===== config.mk =====
export PLATFORM = sky130hd
export DESIGN_NAME = reg_dump_reader
export DESIGN_NICKNAME = d
export VERILOG_FILES = /design/src/rtl/reg_dump_reader.sv
export SDC_FILE = /design/constraint.sdc
export NUM_CORES = 1
export LEC_CHECK = 0
export ABC_AREA = 1
export BUFFER_PORTS_ARGS = -buffer_cell sky130_fd_sc_hd__buf_2
export CAP_MARGIN = 5
export CORE_UTILIZATION = 58
export CTS_BUF_LIST = sky130_fd_sc_hd__clkbuf_4
export DETAILED_ROUTE_END_ITERATION = 8
export MAX_ROUTING_LAYER = met4
export PLACE_DENSITY_LB_ADDON = 0.05
export SYNTH_ARGS = -nofsm -noshare
export SYNTH_HDL_FRONTEND = slang
export SYNTH_SLANG_ARGS = --single-unit

===== constraint.sdc =====
create_clock -name clk -period 2.25 [get_ports clk]
set_input_delay 0.675 -clock clk [delete_from_list [all_inputs] [get_ports clk]]
set_output_delay 0.675 -clock clk [all_outputs]
set_load 0.01 [all_outputs]

===== src/rtl/reg_dump_reader.sv =====
// Walks the register file two registers per read cycle and streams (addr, data) words over valid/ready.
// Optional REG_DUMP_SKIP_ZERO_EN drops zero-valued words and adds a DumpCount output.
module reg_dump_reader #(
  parameter int NUM_REGS = 32,
  parameter int ADDR_W   = 5,
  parameter int DATA_W   = 32
) (
  input  logic              clk,
  input  logic              rst_n,
  input  logic              start,
  output logic [ADDR_W-1:0] rs1,
  output logic [ADDR_W-1:0] rs2,
  input  logic [DATA_W-1:0] Ru1,
  input  logic [DATA_W-1:0] Ru2,
  output logic [ADDR_W-1:0] DumpAddr,
  output logic [DATA_W-1:0] DumpData,
  output logic              DumpValid,
  input  logic              DumpReady,
  output logic              busy,
  output logic              done
`ifdef REG_DUMP_SKIP_ZERO_EN
  ,output logic [ADDR_W:0]  DumpCount
`endif
);

  typedef enum logic [2:0] {IDLE, READ, SEND_A, SEND_B, FIN} state_t;

  localparam logic [ADDR_W-1:0] LAST = ADDR_W'(NUM_REGS/2 - 1);
  localparam logic [ADDR_W-1:0] TWO  = ADDR_W'(2);

  state_t            state;
  logic [ADDR_W-1:0] k;
  logic [DATA_W-1:0] HoldB;
  logic              last_pair;

  assign last_pair = (k == LAST);
  assign busy      = (state != IDLE);

  // DumpData doubles as the holding register for the even word, so only HoldB is kept.
  always_ff @(posedge clk or negedge rst_n) begin
    if (!rst_n) begin
      state     <= IDLE;
      k         <= '0;
      HoldB     <= '0;
      rs1       <= '0;
      rs2       <= '0;
      DumpAddr  <= '0;
      DumpData  <= '0;
      DumpValid <= 1'b0;
      done      <= 1'b0;
`ifdef REG_DUMP_SKIP_ZERO_EN
      DumpCount <= '0;
`endif
    end else begin
      case (state)
        IDLE: begin
          if (start) begin
            state <= READ;
            k     <= '0;
            rs1   <= '0;
            rs2   <= ADDR_W'(1);
`ifdef REG_DUMP_SKIP_ZERO_EN
            DumpCount <= '0;
`endif
          end
        end

        READ: begin
          HoldB <= Ru2;
`ifdef REG_DUMP_SKIP_ZERO_EN
          if (Ru1 != '0) begin
            state     <= SEND_A;
            DumpValid <= 1'b1;
            DumpAddr  <= rs1;
            DumpData  <= Ru1;
          end else if (Ru2 != '0) begin
            state     <= SEND_B;
            DumpValid <= 1'b1;
            DumpAddr  <= rs2;
            DumpData  <= Ru2;
          end else if (last_pair) begin
            state <= FIN;
          end else begin
            state <= READ;
            k     <= k + ADDR_W'(1);
            rs1   <= rs1 + TWO;
            rs2   <= rs2 + TWO;
          end
`else
          state     <= SEND_A;
          DumpValid <= 1'b1;
          DumpAddr  <= rs1;
          DumpData  <= Ru1;
`endif
        end

        SEND_A: begin
          if (DumpReady) begin
`ifdef REG_DUMP_SKIP_ZERO_EN
            DumpCount <= DumpCount + (ADDR_W+1)'(1);
            if (HoldB != '0) begin
              state    <= SEND_B;
              DumpAddr <= rs2;
              DumpData <= HoldB;
            end else begin
              DumpValid <= 1'b0;
              if (last_pair) state <= FIN;
              else begin
                state <= READ;
                k     <= k + ADDR_W'(1);
                rs1   <= rs1 + TWO;
                rs2   <= rs2 + TWO;
              end
            end
`else
            state    <= SEND_B;
            DumpAddr <= rs2;
            DumpData <= HoldB;
`endif
          end
        end

        SEND_B: begin
          if (DumpReady) begin
            DumpValid <= 1'b0;
`ifdef REG_DUMP_SKIP_ZERO_EN
            DumpCount <= DumpCount + (ADDR_W+1)'(1);
`endif
            if (last_pair) state <= FIN;
            else begin
              state <= READ;
              k     <= k + ADDR_W'(1);
              rs1   <= rs1 + TWO;
              rs2   <= rs2 + TWO;
            end
          end
        end

        FIN: begin
          // First FIN cycle raises done; the second drops it and returns to IDLE.
          if (!done) begin
            done <= 1'b1;
          end else begin
            done  <= 1'b0;
            state <= IDLE;
            k     <= '0;
            rs1   <= '0;
            rs2   <= '0;
          end
        end

        default: state <= IDLE;
      endcase
    end
  end

endmodule


==> out/qor.yml <==
yosysTopAreaCell: "dfrtp_1"
grt_pass1_wl_um: 15800
gp_congestion: 1.01
layout_min_cycle_time_ns: 2.13
setup_viol: 0
synth_seq_cells: 88
fin_setup_tns_ns: 0
utilization_pct: 72.6
via_count: 3513
muxShareOfSynthArea_pct: 0
routed_wl_um: 9170
grt_max_degree: 58
final.period_utilization_pct: 94.5
ir_drop_uv: 1010
initial_core_util_pct: 59.9
clock_latency_ns: 0.43
syn_area_um2: 4040
synth_top_family_by_area: "simple AND/OR/NAND/NOR gates"
synth_compound_area_share_pct: 9.93
cts_sinks: 88
wl_per_cell_um: 13.5
rsz0062_at_grt: "false"
tightest_slew_ns: 0.514
coreArea_um2: 6760
die_y_um: 85.5
skew_ns: 0.0112
startpoint: "state[1]"
critical_path_class: "reg -> out"
comb_power_share_pct: 46.7
hold_buffers: 0
yosysSeqAreaShare_pct: 54.5
start_kind: "flip-flop"
antenna_found_initial: 0
synthAdderAreaFrac_pct: 1.24
drc: 0
drtAntennaViolNets: 0
cts_max_path_buffers: 2
cts_setup_buffers: 0
p_seq_share_pct: 37.7
ys_top_cells_by_area: "dfrtp_1 54%, nand2_1 20%, o211ai_1 6.7%, inv_1 3.2%, o21ai_0 2.8%"
synth-xor-area-share_pct: 1.08
avgViaCountPerCell: 5.17
hpwl_um: 6090
status: "complete, no violations"
grt_pass1_vias: 3390
multi_input_area_um2: 1580
overflow: 0
synth-main-ff-cell: "dfrtp_1"
path_max_fanout: 5
fp.dieW_um: 85.5
p_leak_nw: 2.71
fin_nets: 666
synth_top_area_share_pct: 54.5
post_cts_resized: 0
antenna_cells: 0
ys.warnings.count: 0
power.switching_w: 0.00288
crit_path_end_kind: "output port"
r2r_start: "k[0]"
numCtsBuffers: 9
clkPwrFrac_pct: 15.6
regArea_um2: 2200
rows: 30
required_ns: 1.57
crit_arrival_ns: 1.45
yosys.area_share.simple_pct: 26.8
firstDrtPassIters: 4
clockRootBuffer: "clkbuf_4"
netlist-cell-type-count: 21
io_pins: 118
max_cap_viol_count: 0
relSlewSlack_pct: 65.7
power_per_cell_area_nw_per_um2: 1400
fmax_mhz: 470
async_flop_share_pct: 100
hold_viol_final: 0
final.fill_count: 564
io_buffer_count: 116
synth_edf_count: 0
syn_area_per_cell_um2: 8.37
die-area_um2: 7310
hp-class: "in -> async"
postSynthCellCount: 483
tritoncts: "done"
swShare_pct: 41.9
maxSlewViolCount: 0
syn_to_final_growth_pct: 21.3
syn_nets: 555
drive_above_1_share_pct: 27.5
grt_usage_pct: 28.3
internal_power_w: 0.00399
drt_first_iter_violations: 193
htreeDepth: 3
clk_pin_slew_ns: 0.13
## registers in the layout, indices dropped and copies added (netlist names)
register   count
DumpData      32
HoldB         32
DumpAddr       5
k              5
rs2            5
rs1            4
state          3
DumpValid      1
done           1
## routing by layer
metal	share of wire (%)	vias to the layer above	track usage, %	routed length [um]
met5	0	-	-	0
met4	1.7	0	10.0	153
met3	4.3	14	3.18	395
met2	48	98	44.4	4370
met1	46	1659	38.7	4240
li1	-	1742	-	-
## power groups by stage
stage                     sequential [W]  clock [W]  combinational, W
after global routing             0.00267    0.00115           0.00366
after global placement           0.00260          0           0.00312
final                            0.00259    0.00107           0.00321
after floorplan                  0.00275          0           0.00202
after detailed placement         0.00262          0           0.00321
after CTS                        0.00259    0.00109           0.00323
## critical path: stages, from the launching register on
cell and delay (ns):
dfrtp_1 0.46, nor2_1 0.28, nand2_1 0.13, buf_2 0.16
## layout make-up
type / instances / share of cell area, %
Clock inverter: 7 / 2.24
Sequential cell: 88 / 44.9
Inverter: 37 / 2.83
Multi-Input combinational cell: 334 / 32.3
Timing Repair Buffer: 124 / 14.4
Tap cell: 80 / 2.04
Clock buffer: 9 / 1.38
## logic make-up after synthesis
family,Yosys count
buffers and inverters,61
AOI/OAI and AO/OA,60
DFF,88
and+or+nand+nor,264
adders and majority gates,4
xor gates and xnor gates,5
other,1
## through the flow
stage               total power [W]  setup WS (ns)  hold slack (ns)  cell area [um^2]  instances
CTS                         0.00691          0.149           0.0163              4910        679
global route                0.00748         0.0958          0.00787              4910        679
floorplan                   0.00478          0.709            0.379              4040        483
global placement            0.00572          0.496            0.453              4730        663
finish                      0.00687          0.124           0.0347              4910        679
detailed placement          0.00583          0.449            0.457              4730        663
## final timing paths
| check | to | slack [ns] | depth (start not counted) |
|---|---|---|---|
| hold reg to reg | HoldB[18] | 0.49 | 2 |
| setup reg to reg | rs1[1] | 0.41 | 9 |
| setup / recovery | busy | 0.12 | 3 |
| hold / removal | DumpData[2] | 0.03 | 1 |
| min in group clk | HoldB[18] | 0.43 | 3 |
| max in group asynchronous | HoldB[22] | 1.72 | 2 |
## Yosys cell counts (2+ instances only)
library cell / n
inv_1: 34
dfrtp_1: 88
xnor2_1: 2
nand2_1: 212
nand3_2: 2
o211ai_1: 36
nor2_1: 18
xor2_1: 3
o21ai_0: 23
inv_2: 3
buf_2: 9
or2_2: 18
buf_4: 5
nand3_1: 10
ha_1: 4
nor2_2: 2
clkbuf_1: 10
## placed cells by master (no fill, tap or decap), types with 4 or more instances in the layout
cell / n
inv_1: 34
o21ai_0: 23
buf_2: 115
buf_4: 4
or2_2: 18
o211ai_1: 36
buf_12: 5
dfrtp_1: 88
nor2_1: 18
nand2_1: 212
ha_1: 4
clkbuf_4: 9
nand3_1: 10
Power figures use the tool's default switching activity.
